[src/rtl/alu_stage_pkg.sv]
// Shared definitions for the ALU stage: opcodes, FSM state encoding, flag bit positions.
package alu_stage_pkg;

  localparam logic [3:0] OP_PASS = 4'd0;
  localparam logic [3:0] OP_ADD  = 4'd1;
  localparam logic [3:0] OP_SUB  = 4'd2;
  localparam logic [3:0] OP_AND  = 4'd3;
  localparam logic [3:0] OP_OR   = 4'd4;
  localparam logic [3:0] OP_XOR  = 4'd5;
  localparam logic [3:0] OP_NOT  = 4'd6;
  localparam logic [3:0] OP_SHL  = 4'd7;
  localparam logic [3:0] OP_SHR  = 4'd8;
  localparam logic [3:0] OP_INC  = 4'd9;
  localparam logic [3:0] OP_DEC  = 4'd10;
  localparam logic [3:0] OP_MUL  = 4'd11;

  typedef enum logic [1:0] {
    S_IDLE = 2'd0,
    S_EXEC = 2'd1,
    S_MUL  = 2'd2,
    S_DONE = 2'd3
  } state_t;

  // flags bus is {Z,N,C,V}
  localparam int FLAG_Z = 3;
  localparam int FLAG_N = 2;
  localparam int FLAG_C = 1;
  localparam int FLAG_V = 0;

endpackage

[src/rtl/alu_mul_seq.sv]
// Iterative shift-add multiplier: one partial product per cycle, WIDTH cycles.
// done is asserted during the last iteration; product then presents the final
// (combinational) accumulator value so the caller can capture it on that edge.
module alu_mul_seq #(
  parameter int WIDTH = 8
) (
  input  logic               clk,
  input  logic               rst_n,
  input  logic               start,
  input  logic [WIDTH-1:0]   a,
  input  logic [WIDTH-1:0]   b,
  output logic               done,
  output logic [2*WIDTH-1:0] product
);

  localparam int CW = $clog2(WIDTH + 1);

  logic [2*WIDTH-1:0] acc, mcand, acc_nxt;
  logic [WIDTH-1:0]   mplier;
  logic [CW-1:0]      cnt;
  logic               run;

  // next accumulator: add the shifted multiplicand when the current multiplier bit is set
  always_comb begin
    acc_nxt = acc + (mplier[0] ? mcand : '0);
  end

  assign done    = run && (cnt == CW'(WIDTH - 1));
  assign product = acc_nxt;

  // iteration registers: load on start, then shift one bit per cycle
  always_ff @(posedge clk or negedge rst_n) begin
    if (!rst_n) begin
      acc    <= '0;
      mcand  <= '0;
      mplier <= '0;
      cnt    <= '0;
      run    <= 1'b0;
    end else if (start) begin
      acc    <= '0;
      mcand  <= {{WIDTH{1'b0}}, a};
      mplier <= b;
      cnt    <= '0;
      run    <= 1'b1;
    end else if (run) begin
      acc    <= acc_nxt;
      mcand  <= mcand << 1;
      mplier <= mplier >> 1;
      cnt    <= cnt + CW'(1);
      if (done) run <= 1'b0;
    end
  end

endmodule

[src/rtl/alu_stage.sv]
// Single-issue ALU stage with registered result and {Z,N,C,V} flags.
// Optional multiplier: define ALU_MUL_EN to add the MUL state and op 11;
// without it op 11 behaves as a NOP.
module alu_stage
  import alu_stage_pkg::*;
#(
  parameter int WIDTH = 8
) (
  input  logic             clk,
  input  logic             rst_n,
  input  logic             start,
  input  logic [3:0]       op,
  input  logic [WIDTH-1:0] a,
  input  logic [WIDTH-1:0] b,
  output logic             busy,
  output logic             done,
  output logic [WIDTH-1:0] rin,
  output logic [3:0]       flags
);

  localparam int MSB = WIDTH - 1;

  state_t           state, state_nxt;
  logic [WIDTH-1:0] a_q, b_q;
  logic [3:0]       op_q;
  logic             accept, load;
  logic [WIDTH-1:0] res;
  logic [WIDTH:0]   ext;
  logic             c, v, wr;

  assign accept = (state == S_IDLE) && start;
  assign busy   = (state == S_EXEC) || (state == S_MUL);
  assign done   = (state == S_DONE);
  assign load   = (state_nxt == S_DONE);

`ifdef ALU_MUL_EN
  logic               mul_done;
  logic [2*WIDTH-1:0] mul_prod;

  // multiplier takes the bus operands directly on the accepting edge
  alu_mul_seq #(.WIDTH(WIDTH)) u_mul (
    .clk     (clk),
    .rst_n   (rst_n),
    .start   (accept && (op == OP_MUL)),
    .a       (a),
    .b       (b),
    .done    (mul_done),
    .product (mul_prod)
  );
`endif

  // next-state logic
  always_comb begin
    state_nxt = state;
    case (state)
      S_IDLE: begin
        if (start) begin
`ifdef ALU_MUL_EN
          state_nxt = (op == OP_MUL) ? S_MUL : S_EXEC;
`else
          state_nxt = S_EXEC;
`endif
        end
      end
      S_EXEC: state_nxt = S_DONE;
`ifdef ALU_MUL_EN
      S_MUL:  if (mul_done) state_nxt = S_DONE;
`endif
      S_DONE: state_nxt = S_IDLE;
      default: state_nxt = S_IDLE;
    endcase
  end

  // result and carry/overflow from the latched operands; wr=0 marks a NOP
  always_comb begin
    res = rin;
    ext = '0;
    c   = 1'b0;
    v   = 1'b0;
    wr  = 1'b1;
    case (op_q)
      OP_PASS: res = a_q;
      OP_ADD: begin
        ext = {1'b0, a_q} + {1'b0, b_q};
        res = ext[MSB:0];
        c   = ext[WIDTH];
        v   = (a_q[MSB] == b_q[MSB]) && (res[MSB] != a_q[MSB]);
      end
      OP_SUB: begin
        ext = {1'b0, a_q} - {1'b0, b_q};
        res = ext[MSB:0];
        c   = ext[WIDTH];
        v   = (a_q[MSB] != b_q[MSB]) && (res[MSB] != a_q[MSB]);
      end
      OP_AND:  res = a_q & b_q;
      OP_OR:   res = a_q | b_q;
      OP_XOR:  res = a_q ^ b_q;
      OP_NOT:  res = ~a_q;
      OP_SHL: begin
        res = {a_q[MSB-1:0], 1'b0};
        c   = a_q[MSB];
      end
      OP_SHR: begin
        res = {1'b0, a_q[MSB:1]};
        c   = a_q[0];
      end
      OP_INC: begin
        ext = {1'b0, a_q} + (WIDTH+1)'(1);
        res = ext[MSB:0];
        c   = ext[WIDTH];
        v   = !a_q[MSB] && res[MSB];
      end
      OP_DEC: begin
        ext = {1'b0, a_q} - (WIDTH+1)'(1);
        res = ext[MSB:0];
        c   = ext[WIDTH];
        v   = a_q[MSB] && !res[MSB];
      end
`ifdef ALU_MUL_EN
      OP_MUL: begin
        res = mul_prod[MSB:0];
        c   = |mul_prod[2*WIDTH-1:WIDTH];
      end
`endif
      default: wr = 1'b0;
    endcase
  end

  // state, operand latch, and result/flag capture on the edge entering DONE
  always_ff @(posedge clk or negedge rst_n) begin
    if (!rst_n) begin
      state <= S_IDLE;
      a_q   <= '0;
      b_q   <= '0;
      op_q  <= '0;
      rin   <= '0;
      flags <= '0;
    end else begin
      state <= state_nxt;
      if (accept) begin
        a_q  <= a;
        b_q  <= b;
        op_q <= op;
      end
      if (load && wr) begin
        rin           <= res;
        flags[FLAG_Z] <= (res == '0);
        flags[FLAG_N] <= res[MSB];
        flags[FLAG_C] <= c;
        flags[FLAG_V] <= v;
      end
    end
  end

endmodule

[config.mk]
export PLATFORM = sky130hd
export DESIGN_NAME = alu_stage
export DESIGN_NICKNAME = d
export VERILOG_FILES = /design/src/rtl/alu_stage_pkg.sv /design/src/rtl/alu_mul_seq.sv /design/src/rtl/alu_stage.sv
export SDC_FILE = /design/constraint.sdc
export NUM_CORES = 1
export LEC_CHECK = 0
export ABC_AREA = 0
export ABC_CLOCK_PERIOD_IN_PS = 3800
export CORE_ASPECT_RATIO = 1.25
export CORE_MARGIN = 3
export CORE_UTILIZATION = 40
export DETAILED_ROUTE_END_ITERATION = 10
export MAX_ROUTING_LAYER = met4
export PLACE_DENSITY_LB_ADDON = 0.15
export SYNTH_ARGS = -nofsm -noshare
export SYNTH_HDL_FRONTEND = slang
export SYNTH_HIERARCHICAL = 1
export SYNTH_SLANG_ARGS = --single-unit
[constraint.sdc]
create_clock -name clk -period 3.8 [get_ports clk]
set_input_delay 0.95 -clock clk [delete_from_list [all_inputs] [get_ports clk]]
set_output_delay 0.95 -clock clk [all_outputs]
set_load 0.01 [all_outputs]
==> results of run 1 <==
-- worst max-delay path, stage by stage, from the launching register on --
cell and delay (ns):
dfrtp_1 0.55, clkinv_1 0.28, ha_1 0.44, or3b_2 0.51, o2111ai_1 0.13, o311ai_1 0.25, a311o_1 0.42, a222oi_1 0.28
o21ai_1 0.11
-- kinds of logic (layout without fill, tap and decap cells) --
| logic type | after synthesis | count (layout) | synth area share [%] |
|---|---|---|---|
| and+or+nand+nor | 140 | 140 | 22.39 |
| AOI/OAI and AO/OA | 101 | 101 | 20.39 |
| buffers and inverters | 60 | 87 | 7.837 |
| adders and majority gates | 35 | 35 | 13.14 |
| DFF | 33 | 33 | 23.95 |
| muxes | 28 | 28 | 9.507 |
| xor gates and xnor gates | 11 | 11 | 2.794 |
-- Yosys cell counts (3+ instances only) --
cell type | n | area share, %
o2111ai_1 | 4 | 1.0
a32oi_1 | 3 | 0.76
a22o_1 | 3 | 0.76
o211ai_1 | 5 | 1.1
a31oi_1 | 6 | 1.1
dfrtp_1 | 33 | 24
nand4_1 | 4 | 0.73
and3b_1 | 3 | 0.76
nor4b_1 | 3 | 0.76
a21oi_1 | 19 | 2.8
o22ai_1 | 5 | 0.91
buf_2 | 12 | 1.7
a211o_1 | 4 | 1.0
nor4_1 | 6 | 1.1
nor2b_1 | 6 | 1.1
inv_1 | 28 | 3.0
nor3_1 | 17 | 2.5
buf_4 | 4 | 0.87
ha_1 | 33 | 12
nand2_1 | 28 | 3.0
nand2b_1 | 10 | 1.8
mux2_2 | 25 | 8.2
nor2_1 | 24 | 2.6
xnor2_1 | 9 | 2.3
o21ai_0 | 20 | 2.9
clkbuf_1 | 13 | 1.4
a221oi_1 | 3 | 0.76
or3_1 | 4 | 0.73
nor3b_1 | 6 | 1.3
nand3b_1 | 3 | 0.65
nand3_1 | 11 | 1.6
-- through the flow --
| step | hold WS (ns) | std cells | utilization (%) | area, um^2 | power (mW) |
|---|---|---|---|---|---|
| after floorplan | 0.5063 | 408 | - | 3448 | 2.962 |
| after global placement | 0.4674 | 524 | 46.49 | 3874 | 3.825 |
| after detailed placement | 0.4743 | 524 | 46.49 | 3874 | 3.823 |
| after CTS | 0.4936 | 532 | 48.09 | 4008 | 4.257 |
| after global routing | 0.5115 | 532 | 48.09 | 4008 | 4.647 |
| final | 0.4815 | 532 | 48.09 | 4008 | 4.253 |
-- registers in the layout, indices dropped and copies added (netlist names) --
| signal | cells |
|---|---|
| rin | 7 |
| b_q | 8 |
| flags | 4 |
| state | 2 |
| a_q | 8 |
| op_q | 4 |
-- power groups by stage --
stage               clock network, mW  logic, mW  registers, mW
floorplan                           0       2.26          0.698
global placement                    0       3.01          0.813
detailed placement                  0       3.00          0.827
CTS                             0.425       3.01          0.819
global route                    0.436       3.35          0.857
finish                          0.412       3.02          0.822
-- final cells by class --
class | count | area, um^2 | share of cell area, %
clock buffer | 5 | 68.82 | 1.717
multi-input combinational | 315 | 2352 | 58.70
tap | 97 | 121.4 | 3.028
timing repair buffer | 50 | 465.4 | 11.61
sequential | 33 | 825.8 | 20.61
inverter | 29 | 108.9 | 2.716
clock inverter | 3 | 65.06 | 1.623
-- cell usage in the layout, fill, tap and decap left out, drive strengths merged, types with 5 or more instances in the layout --
cell,Yosys,final
dfrtp,33,33
o22ai,5,5
xnor2,9,9
o21ai,21,21
buf,18,14
nor3b,6,6
inv,28,28
nand3,11,11
nor3,17,17
a31oi,6,6
clkbuf,13,5
nor2b,6,6
nor4,6,6
mux2,25,25
nand2b,10,10
a21oi,19,19
clkdlybuf4s50,0,36
nor2,25,25
nand2,28,28
o211ai,5,5
ha,33,33
-- layer usage --
metal | up-vias | routed length [um] | GRT usage, %
met5 | - | 0 | -
met4 | 0 | 410 | 9.468
met3 | 28 | 461 | 2.924
met2 | 104 | 4878 | 34.77
met1 | 1536 | 4420 | 29.45
li1 | 1542 | - | -
-- worst max path at each step --
| stage | endpoint | slack [ns] | cells after the start | from |
|---|---|---|---|---|
| 3_5_place_dp | flags[0] | 0.76 | 8 | a_q[4] |
| 2_1_floorplan | flags[3] | 1.01 | 11 | a_q[0] |
| 4_1_cts | flags[0] | 0.72 | 8 | a_q[4] |
| 6_report | flags[0] | 0.70 | 8 | a_q[4] |
| 3_3_place_gp | flags[0] | 0.80 | 8 | a_q[4] |
| 5_1_grt | flags[3] | 0.47 | 9 | a_q[2] |
==> metrics.txt, run 1 <==
worst setup margin 0.6993 ns; Seq cells post-synth 33; die footprint 9778 um^2; fraction of layout cells with a size suffix above 1 13.10%; Area Overhead vs Synth 16.22%; fraction of registers with async set or reset after synthesis 100.0%; Psw 2.140 mW; pwr dens 1061 nW/um^2; largest net degree at the start of global routing 34; clock share of power 9.7%; grt ovf 0; f_max 322.5 MHz; # setup viols final 0; first-pass GRT wire length 16.37 mm; Resize count post-CTS 0; worst hold start rin[3]; Syn Nets 466; Seq pwr share 19.3%; boundary pin count 37; Clock transition at path regs 0.09 ns; top_reg_cell synth dfrtp_1; critical path type register to register; P_int 2.114 mW; combinational share of power 71.0%; gr usage total 22.48%; sw frac 50.30%; Root Buffer clkbuf_8; drt wl/cell 19.12 um; max-cap viol count 0; number of filler cells placed in the layout 833; n_diodes 0; pre-CTS setup slack 0.7612 ns; Post-Syn Area 3448 um^2; cts bufs inserted 5; vias in the first global route 3061; Vias/cell 6.034; min-delay worst type register to register; Chip Height 109.8 um; run status finished, final reports clean; Critical R2R Launch a_q[4]; antenna violations before repair 0; Leak 1.664 nW; CP Launch Type register; Peak VDD IR 0.5240 mV; FF-to-FF path depth 8; hold path endpoint rin[3]; worst reg2reg path endpoint flags[0]; TritonCTS clock tree done; FF-to-FF setup slack 0.70 ns; # rows 37; Final Max Tran Viols 0; Initial DRC Count 252; routed wire length 10.17 mm; Clock Path Buffers 2; final worst path period share 81.60%; RSZ-0062 raised after global routing no; drt pass-1 iters 5; Worst-Skew Late Latency 0.30 ns; NumNets Final 492; HPWL Detailed 7.457 mm; CP Max Fanout 11; Core Region 8333 um^2; CP endpoint kind register; Cells after Synth 408; Port Buffer Count 36; Initial Util 41.38%; Post-CTS Hold Buffers 0; WHS Path Cells 2; DR vias 3210; Tightest Pin Transition 0.8500 ns; H-tree depth 2; Period minus WS final 3.101 ns; RD Place Congestion 1.007; Ys Warns 6; Data required, critical path 3.97 ns; Seq/Total Area, Yosys 23.95%; Synth cell types 67; Data arrival, critical path 3.27 ns; clock sinks 33; Max transition margin 43.34%; number of synthesized flops with an enable pin 0; Setup Buffers After CTS 0; Fin Clk Skew 0.01228 ns; Fin Setup TNS 0 ns; Hold Fails Final Rpt 0; remaining antenna violation count 0; DRC 0; syn_area_per_cell 8.452 um^2; die width 89.05 um
(Power assumes the default switching activity.)
==> run 2, diff against run 1 <==
- ABC_CLOCK_PERIOD_IN_PS: 3800 -> 2600
- clock period: 3.8 -> 2.6 ns (I/O delays scaled with it)
==> metrics.txt, run 2 (synthesis results as in run 1) <==
Post-DP Area 4282 um^2 (+11%); Worst path max stage delay 0.42 ns (-0.13 ns); Root Buffer clkbuf_8; hold slack 0.4867 ns (+0.005294 ns); # setup viols final 0 (unchanged); f_max 396.3 MHz (+23%); Port Buffer Count 36 (unchanged); Fin Clk Skew 0.005581 ns (-0.006704 ns); RD Place Congestion 0.9390 (-6.7%); Worst path slowest cell fa_2; most frequent cells in the layout buf_4 (58), clkdlybuf4s50_1 (36), dfrtp_1 (32); Final Max Tran Viols 0 (unchanged); Data required, critical path 2.84 ns (-1.13 ns); commonest non-fill, non-tap cell in the layout buf_4; drt wl/cell 19.91 um (+4.2%); critical path type register to register; DRC 0 (unchanged); Period minus WS final 2.524 ns (-0.5771 ns); Core Util, Final 55.09% (+7.0 points); run status finished, final reports clean; largest net degree at the start of global routing 39 (+15%); Area Overhead vs Synth 33.13%; Worst-Skew Late Latency 0.30 ns (about the same); HPWL Detailed 8.601 mm (+15%); max-cap viol count 0 (unchanged); cts bufs inserted 5 (unchanged); Clock transition at path regs 0.07 ns (-0.02 ns); Vias/cell 5.879 (-2.6%); H-tree depth 2 (unchanged); TritonCTS clock tree done; die width 89.05 um (unchanged); Data arrival, critical path 2.77 ns (-0.50 ns); fraction of layout cells with a size suffix above 1 27.33% (+14 points); routed wire length 11.55 mm (+14%); boundary pin count 37 (unchanged); min-delay worst type register to register; Leak 1.926 nW (+16%); CP endpoint kind register; Pwr Total 7.583 mW (+78%); Clock Path Buffers 2 (unchanged); NumNets Final 540 (+9.8%); biggest regs a_q (8), b_q (8), rin (7); drt pass-1 iters 5 (unchanged); Final Cell Area 4591 um^2 (+15%); Peak VDD IR 0.8006 mV (+53%); Hold Fails Final Rpt 0 (unchanged); remaining antenna violation count 0 (unchanged); Post-CTS Hold Buffers 0 (unchanged); Tightest Pin Transition 0.5975 ns (-0.2524 ns); die footprint 9778 um^2 (unchanged); Chip Height 109.8 um (unchanged); # rows 37 (unchanged); CP Max Fanout 3 (-8); antenna violations before repair 0 (unchanged); first-pass GRT wire length 17.67 mm (+7.9%); DR vias 3410 (+6.2%); clock sinks 33 (unchanged); Core Region 8333 um^2 (unchanged); vias in the first global route 3235 (+5.7%); Initial Util 41.38% (unchanged); final worst path period share 97.06% (+15 points); Initial DRC Count 231 (-8.3%); CP Cell Sequence inv_1 > ha_2 > fa_2 > buf_4 > xor2_1 > a22o_1 > nand2_1 > nand4_1 > nor3_2 > and4_4 > a32o_1; grt ovf 0 (unchanged); gr usage total 24.62% (+2.1 points); CP Launch Type register; pwr dens 1652 nW/um^2 (+56%); Max transition margin 60.16% (+17 points); n_diodes 0 (unchanged)
==> run 2: cell count changes in the layout (fill, tap and decap cells not counted), moves of 2 or more <==
cell / previous run / this run
ha_2: 0 / 2
inv_1: 28 / 26
nor4_1: 6 / 3
nor4_2: 0 / 2
ha_4: 0 / 4
buf_12: 0 / 4
a21oi_2: 0 / 2
o311ai_0: 2 / 0
ha_1: 33 / 27
inv_2: 0 / 2
nor3_1: 17 / 14
a21oi_1: 19 / 17
buf_4: 14 / 58
nor3_2: 0 / 2
==> run 2: area by class of cell <==
class / instances / area, um^2
Clock inverter: 1 / 30.03
Timing Repair Buffer: 98 / 875.8
Tap cell: 97 / 121.4
Fill cell: 785 / 3742
Clock buffer: 7 / 86.33
Sequential cell: 33 / 827.0
Multi-Input combinational cell: 315 / 2540
Inverter: 29 / 110.1
==> run 2: metal layers <==
layer | track usage [%] | wire length (um) | vias up
met3 | 3.148 | 406 | 20
met2 | 39.70 | 5668 | 90
li1 | - | - | 1628
met1 | 31.97 | 5173 | 1672
met5 | - | 0 | -
met4 | 7.766 | 299 | 0
==> run 2: through the flow <==
stage	setup TNS (ns)	cells	setup slack [ns]
after floorplan	-0.003384	408	-0.003384
after global placement	-0.06524	569	-0.06524
after detailed placement	-0.1137	569	-0.07274
after CTS	0	578	0.0002689
after global routing	-0.02349	580	-0.01196
final	0	580	0.07637
==> run 2: worst max-delay path, delay by kind of cell (launching register included) <==
family | cells | cell delay [ns]
flip-flops | 1 | 0.38
AO/OA/AOI/OAI | 2 | 0.33
buffers and inverters | 2 | 0.22
adder cells (fa/ha/maj) | 2 | 0.63
XOR/XNOR | 1 | 0.13
AND/OR/NAND/NOR | 4 | 0.79
==> run 2: worst paths after layout <==
path                         from        to  slack (ns)  cells after the start
max                        a_q[0]  flags[3]        0.08                     11
min                        rin[3]    rin[3]        0.49                      2
max reg2reg                a_q[0]  flags[3]        0.08                     11
min reg2reg                rin[3]    rin[3]        0.49                      2
max in group asynchronous   rst_n    b_q[1]        1.50                      2
min in group asynchronous   rst_n    a_q[6]        0.76                      2
==> run 2: repair_timing <==
action	in CTS	in global routing
setup buffers	1	2
setup endpoints to repair	3	4
pin swaps	3	10
hold endpoints to repair	0	0
gates resized for setup	7	26
==> run 2: report_power, final <==
group / switching [mW] / total (mW) / internal (mW) / leakage [nW]
Combinational: 3.16 / 6.02 / 2.86 / 1.47
Sequential: 0.267 / 1.04 / 0.771 / 0.395
Clock: 0.217 / 0.529 / 0.313 / 0.0585
Total: 3.64 / 7.58 / 3.94 / 1.93
